**src/rtl/mul_div_unit.sv**
```systemverilog
// Iterative 32-bit multiply/divide unit with HI/LO result registers.
// Every operation takes a fixed 34 edges; signed ops work on magnitudes and fix signs at the end.
module mul_div_unit (
    input  logic        clk,
    input  logic        rst_n,
    input  logic        start,
    input  logic [1:0]  op,
    input  logic [31:0] rs_data,
    input  logic [31:0] rt_data,
    input  logic        hi_wr,
    input  logic        lo_wr,
    output logic        busy,
    output logic        done,
    output logic        div_zero,
    output logic [31:0] hi,
    output logic [31:0] lo
);

    typedef enum logic [1:0] {IDLE, MUL, DIV, FIX} state_t;

    state_t      state;
    logic [4:0]  cnt;
    logic        is_div;
    logic        neg_q;
    logic        neg_r;
    logic [31:0] opb;
    logic [31:0] rs_lat;
    // MUL: {upper partial product, remaining multiplier bits}; DIV: {remainder, dividend/quotient}
    logic [63:0] work;

    logic [32:0] mul_sum;
    logic [32:0] div_sh;
    logic        div_ge;
    logic [31:0] div_sub;
    logic [31:0] res_hi;
    logic [31:0] res_lo;

    function automatic logic [31:0] abs32(input logic signed [31:0] v, input logic is_signed);
        return (is_signed && v < 0) ? -v : v;
    endfunction

    function automatic logic [63:0] neg64(input logic [63:0] v, input logic neg);
        return neg ? (~v + 64'd1) : v;
    endfunction

    function automatic logic [31:0] neg32(input logic [31:0] v, input logic neg);
        return neg ? (~v + 32'd1) : v;
    endfunction

    assign busy    = (state != IDLE);
    assign mul_sum = {1'b0, work[63:32]} + (work[0] ? {1'b0, opb} : 33'd0);
    assign div_sh  = {work[63:32], work[31]};
    assign div_ge  = (div_sh >= {1'b0, opb});
    // The remainder stays below the divisor, so the difference always fits in 32 bits.
    assign div_sub = div_sh[31:0] - opb;

    always_comb begin
        res_hi = 32'd0;
        res_lo = 32'd0;
        if (!is_div) begin
            {res_hi, res_lo} = neg64(work, neg_q);
        end else if (opb == 32'd0) begin
            res_hi = rs_lat;
            res_lo = 32'hFFFF_FFFF;
        end else begin
            res_hi = neg32(work[63:32], neg_r);
            res_lo = neg32(work[31:0], neg_q);
        end
    end

    always_ff @(posedge clk or negedge rst_n) begin
        if (!rst_n) begin
            state    <= IDLE;
            cnt      <= 5'd0;
            is_div   <= 1'b0;
            neg_q    <= 1'b0;
            neg_r    <= 1'b0;
            opb      <= 32'd0;
            rs_lat   <= 32'd0;
            work     <= 64'd0;
            done     <= 1'b0;
            div_zero <= 1'b0;
            hi       <= 32'd0;
            lo       <= 32'd0;
        end else begin
            done <= 1'b0;
            case (state)
                IDLE: begin
                    if (start) begin
                        opb      <= abs32(rt_data, op[0]);
                        work     <= {32'd0, abs32(rs_data, op[0])};
                        rs_lat   <= rs_data;
                        is_div   <= op[1];
                        neg_q    <= op[0] & (rs_data[31] ^ rt_data[31]);
                        neg_r    <= op[0] & rs_data[31];
                        div_zero <= 1'b0;
                        cnt      <= 5'd0;
                        state    <= op[1] ? DIV : MUL;
                    end else begin
                        if (hi_wr) hi <= rs_data;
                        if (lo_wr) lo <= rs_data;
                    end
                end
                MUL: begin
                    work <= {mul_sum, work[31:1]};
                    cnt  <= cnt + 5'd1;
                    if (cnt == 5'd31) state <= FIX;
                end
                DIV: begin
                    work <= div_ge ? {div_sub, work[30:0], 1'b1}
                                   : {div_sh[31:0], work[30:0], 1'b0};
                    cnt  <= cnt + 5'd1;
                    if (cnt == 5'd31) state <= FIX;
                end
                FIX: begin
                    hi       <= res_hi;
                    lo       <= res_lo;
                    div_zero <= is_div && (opb == 32'd0);
                    done     <= 1'b1;
                    state    <= IDLE;
                end
                default: state <= IDLE;
            endcase
        end
    end

endmodule

```
**config.mk**
```make
export PLATFORM = sky130hd
export DESIGN_NAME = mul_div_unit
export DESIGN_NICKNAME = d
export VERILOG_FILES = /design/src/rtl/mul_div_unit.sv
export SDC_FILE = /design/constraint.sdc
export NUM_CORES = 1
export LEC_CHECK = 0
export CORE_UTILIZATION = 45
export CTS_BUF_LIST = sky130_fd_sc_hd__clkbuf_8
export CTS_CLUSTER_DIAMETER = 150
export DETAILED_ROUTE_END_ITERATION = 10
export REMOVE_ABC_BUFFERS = 1
export SLEW_MARGIN = 15
export SYNTH_ARGS = -nofsm -noshare
export SYNTH_HDL_FRONTEND = slang
export SYNTH_SLANG_ARGS = --single-unit
```
**constraint.sdc**
```tcl
create_clock -name clk -period 5.73 [get_ports clk]
set_clock_uncertainty 0.2 [all_clocks]
set_input_delay 0.573 -clock clk [delete_from_list [all_inputs] [get_ports clk]]
set_output_delay 0.573 -clock clk [all_outputs]
set_load 0.01 [all_outputs]
```
==> results of run 1 <==
## layout make-up
| type | count | share of cell area |
|---|---|---|
| Clock inverter | 18 | 0.007033 |
| Sequential cell | 204 | 0.2708 |
| Multi-Input combinational cell | 1669 | 0.5614 |
| Clock buffer | 45 | 0.03284 |
| Tap cell | 461 | 0.03059 |
| Inverter | 68 | 0.01354 |
| Timing Repair Buffer | 164 | 0.08380 |
## repair_timing
item,in CTS,in global routing
hold buffers,1,0
gates resized for setup,0,0
buffers inserted,0,0
setup endpoints to repair,0,0
endpoints found under the hold margin,91,0
## state kept, by name, indices dropped and copies added, names as in the netlist, 2 cells and up
register  count
state         2
hi           32
cnt           5
rs_lat       32
work         64
opb          32
lo           32
## logic make-up after synthesis
group,Yosys count
simple gates,666
compound gates,680
fa+ha+maj,76
flops,204
buf+inv,224
mux,58
xor+xnor,189
## tightest hold or removal path, delay by kind of cell, from the launching register on
kind / cells / cell delay, ns
DFF: 1 / 0.33
AOI/OAI and AO/OA: 1 / 0.06
and+or+nand+nor: 1 / 0.05
## metrics by stage
step           TNS [ns]  cells
5_1_grt               0   2629
6_report              0   2629
3_3_place_gp          0   2565
4_1_cts               0   2629
3_5_place_dp          0   2565
2_1_floorplan   -0.2848   1941
## per-layer routing
metal,vias to the layer above,wire [um],GRT usage
li1,7645,-,-
met1,7339,23450,0.3739
met2,500,24110,0.4554
met3,91,2807,0.03635
met4,0,1623,0.1001
met5,-,0,0
## where the power goes
group / switching (mW) / leakage (nW) / internal, mW / total, mW
Sequential: 0.787 / 2.52 / 2.14 / 2.93
Clock: 0.657 / 0.426 / 0.798 / 1.46
Combinational: 4.40 / 5.00 / 2.93 / 7.34
## layout by cell type (no fill, tap or decap), drive strengths merged, types with 20 or more instances in the layout
master / n
ha: 74
o21ai: 275
a21oi: 135
clkbuf: 46
dfrtp: 204
nand3: 29
a21o: 33
mux2i: 27
xor2: 69
o22ai: 37
or3: 26
nand2: 263
clkdlybuf4s50: 136
nor2: 127
o31ai: 21
nand2b: 20
mux2: 31
nor3: 74
inv: 81
a22oi: 47
buf: 26
nor4: 28
xnor2: 120
## final timing paths
kind | startpoint | to | depth (start not counted)
setup / recovery | work[34]$_DFFE_PN0P_ | work[40]$_DFFE_PN0P_ | 11
hold / removal | lo[7]$_DFFE_PN0P_ | lo[7]$_DFFE_PN0P_ | 2
setup reg to reg | work[34]$_DFFE_PN0P_ | work[40]$_DFFE_PN0P_ | 11
hold reg to reg | lo[7]$_DFFE_PN0P_ | lo[7]$_DFFE_PN0P_ | 2
max in group asynchronous | rst_n | work[5]$_DFFE_PN0P_ | 3
min in group asynchronous | rst_n | lo[6]$_DFFE_PN0P_ | 2
==> results.yml, run 1 <==
status:
  status: "finished clean"
synthesis:
  synth_common_cells: "266 x o21ai_0, 263 x nand2_1, 204 x dfrtp_1, 135 x a21oi_1, 134 x clkbuf_1"
  synthXorXnorAreaFrac: 0.1002
  synth_top_family_by_area: "compound AO/OA/AOI/OAI gates"
  avgSynthCellArea_um2: 7.880
  synth-seq-cells: 204
  async_reset_ff_frac: 1.000
  ys.flop_type: "dfrtp_1"
  synth_top_area_share: 0.3090
  synth_fa_ha_area_frac: 0.05846
  synth_compound_area_frac: 0.2503
  yosysMostFrequentCell: "o21ai_0"
  synth_top_area_cell: "dfrtp_1"
  synth.distinct_cells: 81
  yosys-top-cells-area: "dfrtp_1 31%, o21ai_0 8.1%, xnor2_1 6.4%"
  yosys_warnings: 0
  syn_area_mm2: 0.01652
  seq_area_frac_synth: 0.3090
  synth-edff-count: 0
  synthMuxAreaShare: 0.03748
  netlist_instances: 2097
  synth-simple-area-share: 0.1917
setup_path:
  critical_path.startpoint_type: "flop"
  cp_max_fo: 18
  path_buf_inv: 1
  cp-end-kind: "flop"
  rrSetupSlack_ns: 0.78
  critPathMaxStageDelay_ns: 1.01
  cp_slowest_cell: "a2111oi_2"
  cp.required_ns: 5.97
  crit_family: "compound AO/OA/AOI/OAI gates"
  critPathArrivalTime_ns: 5.19
  worstPathCellList: "ha_1 -> nand3_1 -> o21ba_2 -> o21a_1 -> or3_1 -> o21ai_1 -> a2111oi_2 -> or2_1 -> buf_4 -> mux2i_1 -> o21ai_0"
  criticalPathCategory: "flop to flop"
routing:
  drt_iter0_drc: 1001
  drt_wl_total_mm: 52.00
  dr.pass1.iters: 8
  post_drt_wl_per_cell_um: 19.78
  vias_per_cell: 5.924
  remaining_drc_errors: 0
  vias: 15580
  antenna_left: 0
power_and_ir_drop:
  fin_total_pwr_mw: 11.72
  power.density_mw_per_mm2: 621.4
  power.leakage_nw: 7.943
  ir_worst_vdd_uv: 453.4
finish:
  final_nets: 2292
  diodes: 0
  area_delta_synth_final_pct: 14.13
  fillers: 3481
  final_core_util: 0.5263
  drive_gt1_frac: 0.06504
  multiInputGateArea_mm2: 0.01059
  final_area_mm2: 0.01886
  seqCellArea_mm2: 0.005106
clocking:
  cts_max_level: 2
  cts_buffers: 38
  clock-sinks: 204
  clkTransAtPathRegs_ns: 0.06
  clockBufferDepth: 3
  root_buffer: "clkbuf_8"
  cts_tree: "built"
  insertion_delay_ns: 0.59
floorplan:
  fp.dieW_um: 193.6
  fp.coreArea_mm2: 0.03583
  fp.dieH_um: 193.6
  die_area_mm2: 0.03749
  start_util: 0.4612
  ios: 138
  core.rowCount: 69
placed_design:
  port_buffers: 137
  place_area_mm2: 0.01810
  place_hpwl_mm: 38.77
  finalWeightedCongestion: 0.9031
  place_ws_ns: 0.8584
sta:
  period_needed_ns: 4.947
  setup_violations: 0
  finalHoldViolations: 0
  rsz0062_at_grt: "false"
  fin_ws_ns: 0.7831
  tightest_slew_ns: 1.145
  finalCritPeriodShare: 0.8633
  max_freq_mhz: 202.1
  slew_headroom: 0.2353
  drv_slew: 0
  whs_ns: 0.2721
global_routing:
  grt_overflow: 0
  grt_pass1_wl_mm: 83.61
  antenna_found_initial: 0
  grt_pass1_vias: 14950
  grt_start_max_net_pins: 94
  grt_usage: 0.2774
worst_hold_path:
  hp-class: "flop to flop"
job:
  max_cap_viol_count: 0
Note: power is estimated with default switching activity, not from simulation.
==> run 2, diff against run 1 <==
--- a/config.mk
+++ b/config.mk
@@ -5,10 +5,12 @@
 export SDC_FILE = /design/constraint.sdc
 export NUM_CORES = 1
 export LEC_CHECK = 0
+export CORE_MARGIN = 2
 export CORE_UTILIZATION = 45
 export CTS_BUF_LIST = sky130_fd_sc_hd__clkbuf_8
 export CTS_CLUSTER_DIAMETER = 150
 export DETAILED_ROUTE_END_ITERATION = 10
+export PLACE_DENSITY = 0.71
 export REMOVE_ABC_BUFFERS = 1
 export SLEW_MARGIN = 15
 export SYNTH_ARGS = -nofsm -noshare
==> constraint.sdc (replaced) <==
create_clock -name clk -period 6.4 [get_ports clk]
set_clock_uncertainty 0.2 [all_clocks]
set_input_delay 0.64 -clock clk [delete_from_list [all_inputs] [get_ports clk]]
set_output_delay 0.64 -clock clk [all_outputs]
set_load 0.01 [all_outputs]
==> results.yml, run 2 (synthesis results as in run 1) <==
routing:
  vias: 15920
  remaining_drc_errors: 0
  antenna_left: 0
  post_drt_wl_per_cell_um: 19.63
  drt_wl_total_mm: 51.78
  dr.pass1.iters: 6
  drt_iter0_drc: 1094
  vias_per_cell: 6.036
status:
  status: "finished clean"
sta:
  finalHoldViolations: 0
  period_needed_ns: 4.127
  slew_headroom: 0.2014
  final.setup.tns_ns: 0
  setup_violations: 0
  max_freq_mhz: 242.3
  tightest_slew_ns: 1.198
  rsz0062_at_grt: "false"
  finalCritPeriodShare: 0.6449
  drv_slew: 0
power_and_ir_drop:
  power.density_mw_per_mm2: 551.0
  ir_worst_vdd_uv: 452.1
  power.leakage_nw: 7.912
  fin_total_pwr_mw: 10.35
floorplan:
  fp.dieW_um: 195.6
  start_util: 0.4546
  core.rowCount: 70
  ios: 138
  fp.dieH_um: 195.6
  fp.coreArea_mm2: 0.03635
  die_area_mm2: 0.03827
job:
  max_cap_viol_count: 0
global_routing:
  grt_pass1_vias: 15480
  grt_start_max_net_pins: 105
  antenna_found_initial: 0
  grt_usage: 0.2689
  grt_pass1_wl_mm: 83.26
  grt_overflow: 0
setup_path:
  cp-end-kind: "flop"
  critPathArrivalTime_ns: 4.35
  path_buf_inv: 2
  criticalPathCategory: "flop to flop"
  critPathMaxStageDelay_ns: 0.81
  worstPathCellList: "inv_1 -> ha_1 -> nor2b_1 -> o21ba_2 -> o21a_1 -> or3_1 -> o21ai_1 -> a2111oi_1 -> buf_4 -> o21ai_0 -> o21bai_1 -> nand4_1"
  crit_family: "compound AO/OA/AOI/OAI gates"
  critical_path.startpoint_type: "flop"
  cp.required_ns: 6.62
  cp_max_fo: 7
  cp_slowest_cell: "o21ai_0"
finish:
  largest_reg_flops: 64
  diodes: 0
  layout_common_cells: "266 x o21ai_0, 262 x nand2_1, 204 x dfrtp_1, 136 x clkdlybuf4s50_1, 134 x a21oi_1"
  top_register: "work"
  final_area_mm2: 0.01878
  drive_gt1_frac: 0.06362
  layout_commonest_cell: "o21ai_0"
  area_delta_synth_final_pct: 13.68
  final_nets: 2288
clocking:
  cts_setup_buffers: 0
  clkTransAtPathRegs_ns: 0.06
  root_buffer: "clkbuf_8"
  cts_max_level: 2
  clock-sinks: 204
  cts_buffers: 37
  cts_tree: "built"
  clockBufferDepth: 3
  insertion_delay_ns: 0.56
placed_design:
  port_buffers: 137
  finalWeightedCongestion: 0.9187
  place_hpwl_mm: 37.46
  place_area_mm2: 0.01807
worst_hold_path:
  hp-class: "flop to flop"
run 2: changes by cell type in the layout (fill, tap and decap cells not counted), sizes merged:
cell	change
clkbuf	-1
bufinv	-2
clkinv	+5
inv	+2
buf	-3
run 2: where the power goes:
group | internal, mW | switching [mW] | leakage, nW | total (mW)
Sequential | 1.91 | 0.734 | 2.52 | 2.65
Clock | 0.625 | 0.585 | 0.421 | 1.21
Combinational | 2.61 | 3.88 | 4.97 | 6.49
run 2: through the flow:
step | worst slack [ns] | utilization | hold slack (ns) | cells
after floorplan | 0.5275 | - | 0.1444 | 1941
after global placement | 2.326 | 0.4971 | 0.2631 | 2569
after detailed placement | 2.245 | 0.4971 | 0.2690 | 2569
after CTS | 2.335 | 0.5168 | 0.2822 | 2637
after global routing | 1.939 | 0.5168 | 0.2985 | 2637
final | 2.273 | 0.5168 | 0.2745 | 2637
run 2: timing repair:
| action | 4_1_cts | 5_1_grt |
|---|---|---|
| gates resized for setup | 0 | 0 |
| endpoints found under the hold margin | 79 | 0 |
| hold buffers | 1 | 0 |
run 2: worst min-delay path, stage by stage (launching register included):
cell     delay (ns)
dfrtp_1        0.33
nand2_1        0.05
o21ai_0        0.06
run 2: per-layer routing:
| layer | share of wire | GRT usage | vias to the layer above |
|---|---|---|---|
| met2 | 0.46 | 0.4450 | 643 |
| met5 | 0 | 0 | - |
| met4 | 0.032 | 0.09952 | 0 |
| met3 | 0.076 | 0.03817 | 127 |
| li1 | - | - | 7614 |
| met1 | 0.43 | 0.3580 | 7534 |
run 2: layout make-up:
| cell class | instances | area [um2] |
|---|---|---|
| clock buffer | 44 | 605.6 |
| clock inverter | 23 | 100.1 |
| fill | 3466 | 17560 |
| inverter | 68 | 255.2 |
| multi-input combinational | 1669 | 10580 |
| sequential | 204 | 5105 |
| tap | 468 | 585.6 |
| timing repair buffer | 161 | 1558 |
run 2: worst paths after layout:
path / from / endpoint / slack, ns / depth (start not counted)
hold / removal: lo[25]$_DFFE_PN0P_ / lo[25]$_DFFE_PN0P_ / 0.27 / 2
setup reg to reg: opb[1]$_DFFE_PN0P_ / work[62]$_DFFE_PN0P_ / 2.27 / 12
max in group asynchronous: rst_n / opb[23]$_DFFE_PN0P_ / 4.14 / 3
hold reg to reg: lo[25]$_DFFE_PN0P_ / lo[25]$_DFFE_PN0P_ / 0.27 / 2
min in group asynchronous: rst_n / lo[6]$_DFFE_PN0P_ / 0.48 / 2
setup / recovery: opb[1]$_DFFE_PN0P_ / work[62]$_DFFE_PN0P_ / 2.27 / 12
==> run 3, diff against run 2 <==
==> constraint.sdc (replaced) <==
create_clock -name clk -period 4.2 [get_ports clk]
set_clock_uncertainty 0.2 [all_clocks]
set_input_delay 0.42 -clock clk [delete_from_list [all_inputs] [get_ports clk]]
set_output_delay 0.42 -clock clk [all_outputs]
set_load 0.01 [all_outputs]
==> results.yml, run 3 (synthesis results as in run 1) <==
power_and_ir_drop:
  pwr-share-clk: 0.124
  p_seq_frac: 0.237
  p_switching_mw: 7.980
  power.density_mw_per_mm2: 841.9
  p_comb_frac: 0.639
  ir_worst_vdd_uv: 672.3
  fin_total_pwr_mw: 16.22
  switching_share: 0.4920
  power.leakage_nw: 8.206
  p_int_mw: 8.238
global_routing:
  grt_pass1_wl_mm: 83.49
  grt_usage: 0.2702
  grt_start_max_net_pins: 105
  grt_overflow: 0
  grt_pass1_vias: 15560
  antenna_found_initial: 0
finish:
  final_area_mm2: 0.01926
  layout_commonest_cell: "o21ai_0"
  final_nets: 2339
  final_core_util: 0.5300
  diodes: 0
  area_delta_synth_final_pct: 16.59
  top_register: "work"
  drive_gt1_frac: 0.08521
  fin_cells: 2686
  layout_common_cells: "266 x o21ai_0, 262 x nand2_1, 204 x dfrtp_1, 136 x clkdlybuf4s50_1, 134 x a21oi_1"
  largest_reg_flops: 64
job:
  max_cap_viol_count: 0
setup_path:
  crit_family: "compound AO/OA/AOI/OAI gates"
  critPathMaxStageDelay_ns: 0.41
  critical_path.startpoint_type: "flop"
  worstPathCellList: "inv_1 -> buf_4 -> nor2_1 -> ha_1 -> a21o_1 -> a21o_1 -> a2111o_1 -> a221oi_1 -> o22ai_1 -> a41oi_1 -> xnor2_1 -> a222oi_1 -> nand3_1"
  crit_cells: 13
  rrSetupSlack_ns: 0.36
  critPathArrivalTime_ns: 4.05
  cp-end-kind: "flop"
  path_buf_inv: 2
  cp_common_cell: "a21o_1"
  cp_slowest_cell: "dfrtp_1"
  cp_max_fo: 27
  cp.required_ns: 4.42
  criticalPathCategory: "flop to flop"
  worst_r2r_path_depth: 13
clocking:
  cts_setup_buffers: 0
  cts_buffers: 38
  clock-sinks: 204
  cts_max_level: 2
  insertion_delay_ns: 0.56
  cts-resized-gates: 0
  clkTransAtPathRegs_ns: 0.06
  clockBufferDepth: 3
  cts_tree: "built"
  root_buffer: "clkbuf_8"
floorplan:
  fp.coreArea_mm2: 0.03635
  start_util: 0.4546
  core.rowCount: 70
  die_area_mm2: 0.03827
  ios: 138
  fp.dieH_um: 195.6
  fp.dieW_um: 195.6
routing:
  drt_wl_total_mm: 52.11
  vias: 16040
  drt_iter0_drc: 1186
  vias_per_cell: 5.970
  post_drt_wl_per_cell_um: 19.40
  antenna_left: 0
  remaining_drc_errors: 0
  dr.pass1.iters: 5
sta:
  setup_violations: 0
  drv_slew: 0
  max_freq_mhz: 260.7
  whs_ns: 0.1126
  slew_headroom: 0.2810
  finalCritPeriodShare: 0.9133
  finalHoldViolations: 0
  rsz0062_at_grt: "false"
  period_needed_ns: 3.836
  tightest_slew_ns: 1.078
placed_design:
  dp_cells: 2619
  place_area_mm2: 0.01848
  place_hpwl_mm: 38.72
  port_buffers: 137
  finalWeightedCongestion: 0.9816
status:
  status: "finished clean"
worst_hold_path:
  hp-class: "input pin to async pin"
## run 3: path summary, 6_finish.rpt
kind / from / to
worst min-delay path: rst_n / lo[5]$_DFFE_PN0P_
min in group clk: lo[10]$_DFFE_PN0P_ / lo[10]$_DFFE_PN0P_
max in group asynchronous: rst_n / opb[16]$_DFFE_PN0P_
worst min register to register: lo[10]$_DFFE_PN0P_ / lo[10]$_DFFE_PN0P_
worst max-delay path: work[0]$_DFFE_PN0P_ / work[60]$_DFFE_PN0P_
worst max register to register: work[0]$_DFFE_PN0P_ / work[60]$_DFFE_PN0P_
## run 3: final cells by class
cell class | count | area (um2)
fill | 3439 | 17080
multi-input combinational | 1669 | 10570
sequential | 204 | 5105
timing repair buffer | 211 | 1971
clock buffer | 46 | 633.1
tap | 468 | 585.6
inverter | 68 | 255.2
clock inverter | 20 | 141.4
## run 3: what timing repair did
item / 4_1_cts / 5_1_grt
hold buffers: 1 / 0
endpoints found under the hold margin: 110 / 0
endpoints found under the setup margin: 0 / 0
## run 3: routing by layer
metal  routed length (um)  track usage
met5                    0            0
met4                 2242       0.1145
met3                 3495      0.03782
met2                23580       0.4405
met1                22790       0.3600
## run 3: power groups by stage
stage	Combinational [mW]	Sequential, mW	Clock, mW
2_1_floorplan	6.65	3.86	0
3_3_place_gp	10.1	3.81	0
3_5_place_dp	10.2	3.86	0
4_1_cts	10.3	3.83	2.05
5_1_grt	11.5	3.97	2.14
6_report	10.4	3.84	2.01
## run 3: worst reg2reg max path, cell delays in order (launching register included)
cell and delay (ns):
dfrtp_1 0.41, inv_1 0.11, buf_4 0.31, nor2_1 0.09
ha_1 0.37, a21o_1 0.22, a21o_1 0.19, a2111o_1 0.41
a221oi_1 0.34, o22ai_1 0.18, a41oi_1 0.30, xnor2_1 0.15
a222oi_1 0.34, nand3_1 0.11
## run 3: per-stage QoR
| stage | worst slack [ns] | TNS [ns] |
|---|---|---|
| 2_1_floorplan | -1.672 | -91.32 |
| 3_3_place_gp | 0.4645 | 0 |
| 3_5_place_dp | 0.3921 | 0 |
| 4_1_cts | 0.4015 | 0 |
| 5_1_grt | 0.1376 | 0 |
| 6_report | 0.3639 | 0 |
==> variant (settings of run 2) <==
Re-encode `state_t` (4 states) as one-hot, 4 bits wide.
--- a/src/rtl/mul_div_unit.sv
+++ b/src/rtl/mul_div_unit.sv
@@ -16,7 +16,7 @@
     output logic [31:0] lo
 );
 
-    typedef enum logic [1:0] {IDLE, MUL, DIV, FIX} state_t;
+    typedef enum logic [3:0] {IDLE = 4'b0001, MUL = 4'b0010, DIV = 4'b0100, FIX = 4'b1000} state_t;
 
     state_t      state;
     logic [4:0]  cnt;
Function: no difference found for any inputs over 4 cycles, from zero or initial values and one cycle with rst_n low; so few cycles prove little.
==> variant against run 2 <==
Wire length shrank 0.17%. Sequential cell count increased by 2. Power rose by 7.4%. Largest cell class unchanged. Largest power group unchanged. Highest routed layer unchanged. Cell count shrank 0.80%. Final area shrank 0.64%. The run now ends with hold timing left. Setup slack lost 0.80 ns. Synthesized area fell by 2.1%.
==> variant: results (changes against run 2) <==
| Metric | Value |
|---|---|
| Run status | `complete, but fails checks` |
| Failing checks | `hold timing` |
| Hold WS | `-0.0334 ns (-0.308 ns)` |
| Cts repair resizes | `0 (unchanged)` |
| Sw Pwr | `0.00563 W (+8.3%)` |
| Vias in the first global route | `15100 (-2.2%)` |
| Worst Path Max Fanout | `34 (+27)` |
| Tot GR Track Use | `27.1% (+0.20 points)` |
| Layout cells sized above 1 | `5.75% (-0.61 points)` |
| Via count | `15900 (-0.41%)` |
| Hold Crit Class | `input port to asynchronous set/reset pin` |
| Switching portion of total power | `50.7% (+0.44 points)` |
| Worst slack at placement | `1.57 ns (-0.679 ns)` |
| FF-to-FF Start | `work[0]` |
| Final hold vios | `17 (+17)` |
| Pleak | `8.10 nW (+2.4%)` |
| P&R area growth vs syn | `15.4%` |
| Seq/Total Area, Yosys | `31.9% (+0.98 points)` |
| Largest family of logic cells by synthesized area | `compound AO/OA/AOI/OAI gates` |
| Clk_lat worst skew | `0.57 ns` |
| Adder-cell share of the synthesized area | `5.66% (-0.18 points)` |
| Pin count of the biggest net entering global routing | `104 (-0.95%)` |
| Slew Limit Headroom | `29.5% (+9.4 points)` |
| Crit path arrival time | `5.14 ns (+0.79 ns)` |
| Biggest register | `work` |
| GPL Wtd Cong | `0.932 (+1.5%)` |
| Most common library cells after synthesis | `nand2_1 (312), o21ai_0 (239), dfrtp_1 (205)` |
| # nets final | `2267 (-0.92%)` |
| FILL cells | `3430 (-1.0%)` |
| DR WL/cell | `19.8 µm (+0.63%)` |
| Detailed Route Iter0 Violations | `1339 (+22%)` |
| First-pass DRT Iterations | `6 (unchanged)` |
| Post-DP HPWL | `37700 µm (+0.64%)` |
| Ys async rst share | `100% (unchanged)` |
| H-tree depth | `2 (unchanged)` |
| Setup bufs post-CTS | `0 (unchanged)` |
| Yosys cell types | `73 (-9.9%)` |
| Final wirelength | `51700 µm (-0.17%)` |
| Clk buf depth | `3 (unchanged)` |
| Peak supply drop | `0.374 mV (-17%)` |
| DP Area | `0.0178 mm² (-1.6%)` |
| Top cells by area, synth | `dfrtp_1 (32%), o21ai_0 (7.4%), nand2_1 (7.2%)` |
| Initial antenna violation count | `0 (unchanged)` |
| Worst Reg-to-Reg Cells | `12 (unchanged)` |
| Power in sequential cells | `0.00269 W (+2%)` |
| Xor/xnor cell area share of the yosys netlist | `9.58% (-0.44 points)` |
| # diodes | `0 (unchanged)` |
| P_comb | `0.00699 W (+7.7%)` |
| R2r setup slk | `1.47 ns (-0.80 ns)` |
| Placed Instances | `2543 (-1.0%)` |
| Post-Syn Area per Cell | `7.85 µm² (-0.33%)` |
| First-pass GRT wire length | `82600 µm (-0.75%)` |
| Inserted Clock Buffers | `39 (+5.4%)` |
| Compound-Gate Fraction of Synth Area | `25.9% (+0.82 points)` |
| # port buffers | `137 (unchanged)` |
| Mux cell area share after synthesis | `2.86% (-0.89 points)` |
| R2r endpoint | `work[59]` |
[variant: changes by cell type after synthesis, moves of 18 or more]
cell and delta:
mux2_2 -21, o21ai_0 -27, nor3_1 -44, nand2_1 +49
a22oi_1 -20, clkbuf_1 -18, a21oi_1 +33, xnor2_1 -43
nor2_1 +28, xor2_1 +31
[variant: layout make-up]
class | instances | share of cell area [%]
inverter | 61 | 1.23
multi-input combinational | 1655 | 55.0
tap | 461 | 3.09
sequential | 206 | 27.6
clock inverter | 23 | 0.999
timing repair buffer | 161 | 8.40
clock buffer | 49 | 3.61
[variant: worst max-delay path: stages, from the launching register on]
cell and delay [ns]:
dfrtp_1 0.43, clkinv_1 0.79, nor2_1 0.34, ha_1 0.32, a211oi_1 0.34, o21ai_0 0.27
a21oi_1 0.41, a211oi_1 0.21, o41ai_1 0.57, o21ai_0 0.31, xor2_1 0.22, a221oi_1 0.25
o21ai_0 0.12
[variant: kinds of logic (layout without fill, tap and decap cells)]
kind of cell	after synthesis	after routing
compound gates	680	680
xor+xnor	177	177
fa+ha+maj	72	72
buf+inv	199	294
flops	206	206
mux	45	45
simple gates	681	681
[variant: how the worst max path moves through the flow]
stage               cells past startpoint        to  slack (ns)  startpoint
floorplan                               7    is_div       -2.54    state[1]
global placement                       12  work[63]        1.75     work[0]
detailed placement                     12  work[59]        1.57     work[0]
CTS                                    12  work[59]        1.53     work[0]
global route                           12  work[59]        1.03     work[0]
finish                                 12  work[59]        1.47     work[0]
[variant: per-layer routing]
metal	vias to the layer above	global-route usage [%]	share of wire [%]
met1	7451	36.4	43
li1	7609	-	-
met5	-	0	0
met3	118	4.31	7.1
met2	675	43.4	46
met4	0	11.6	4.0
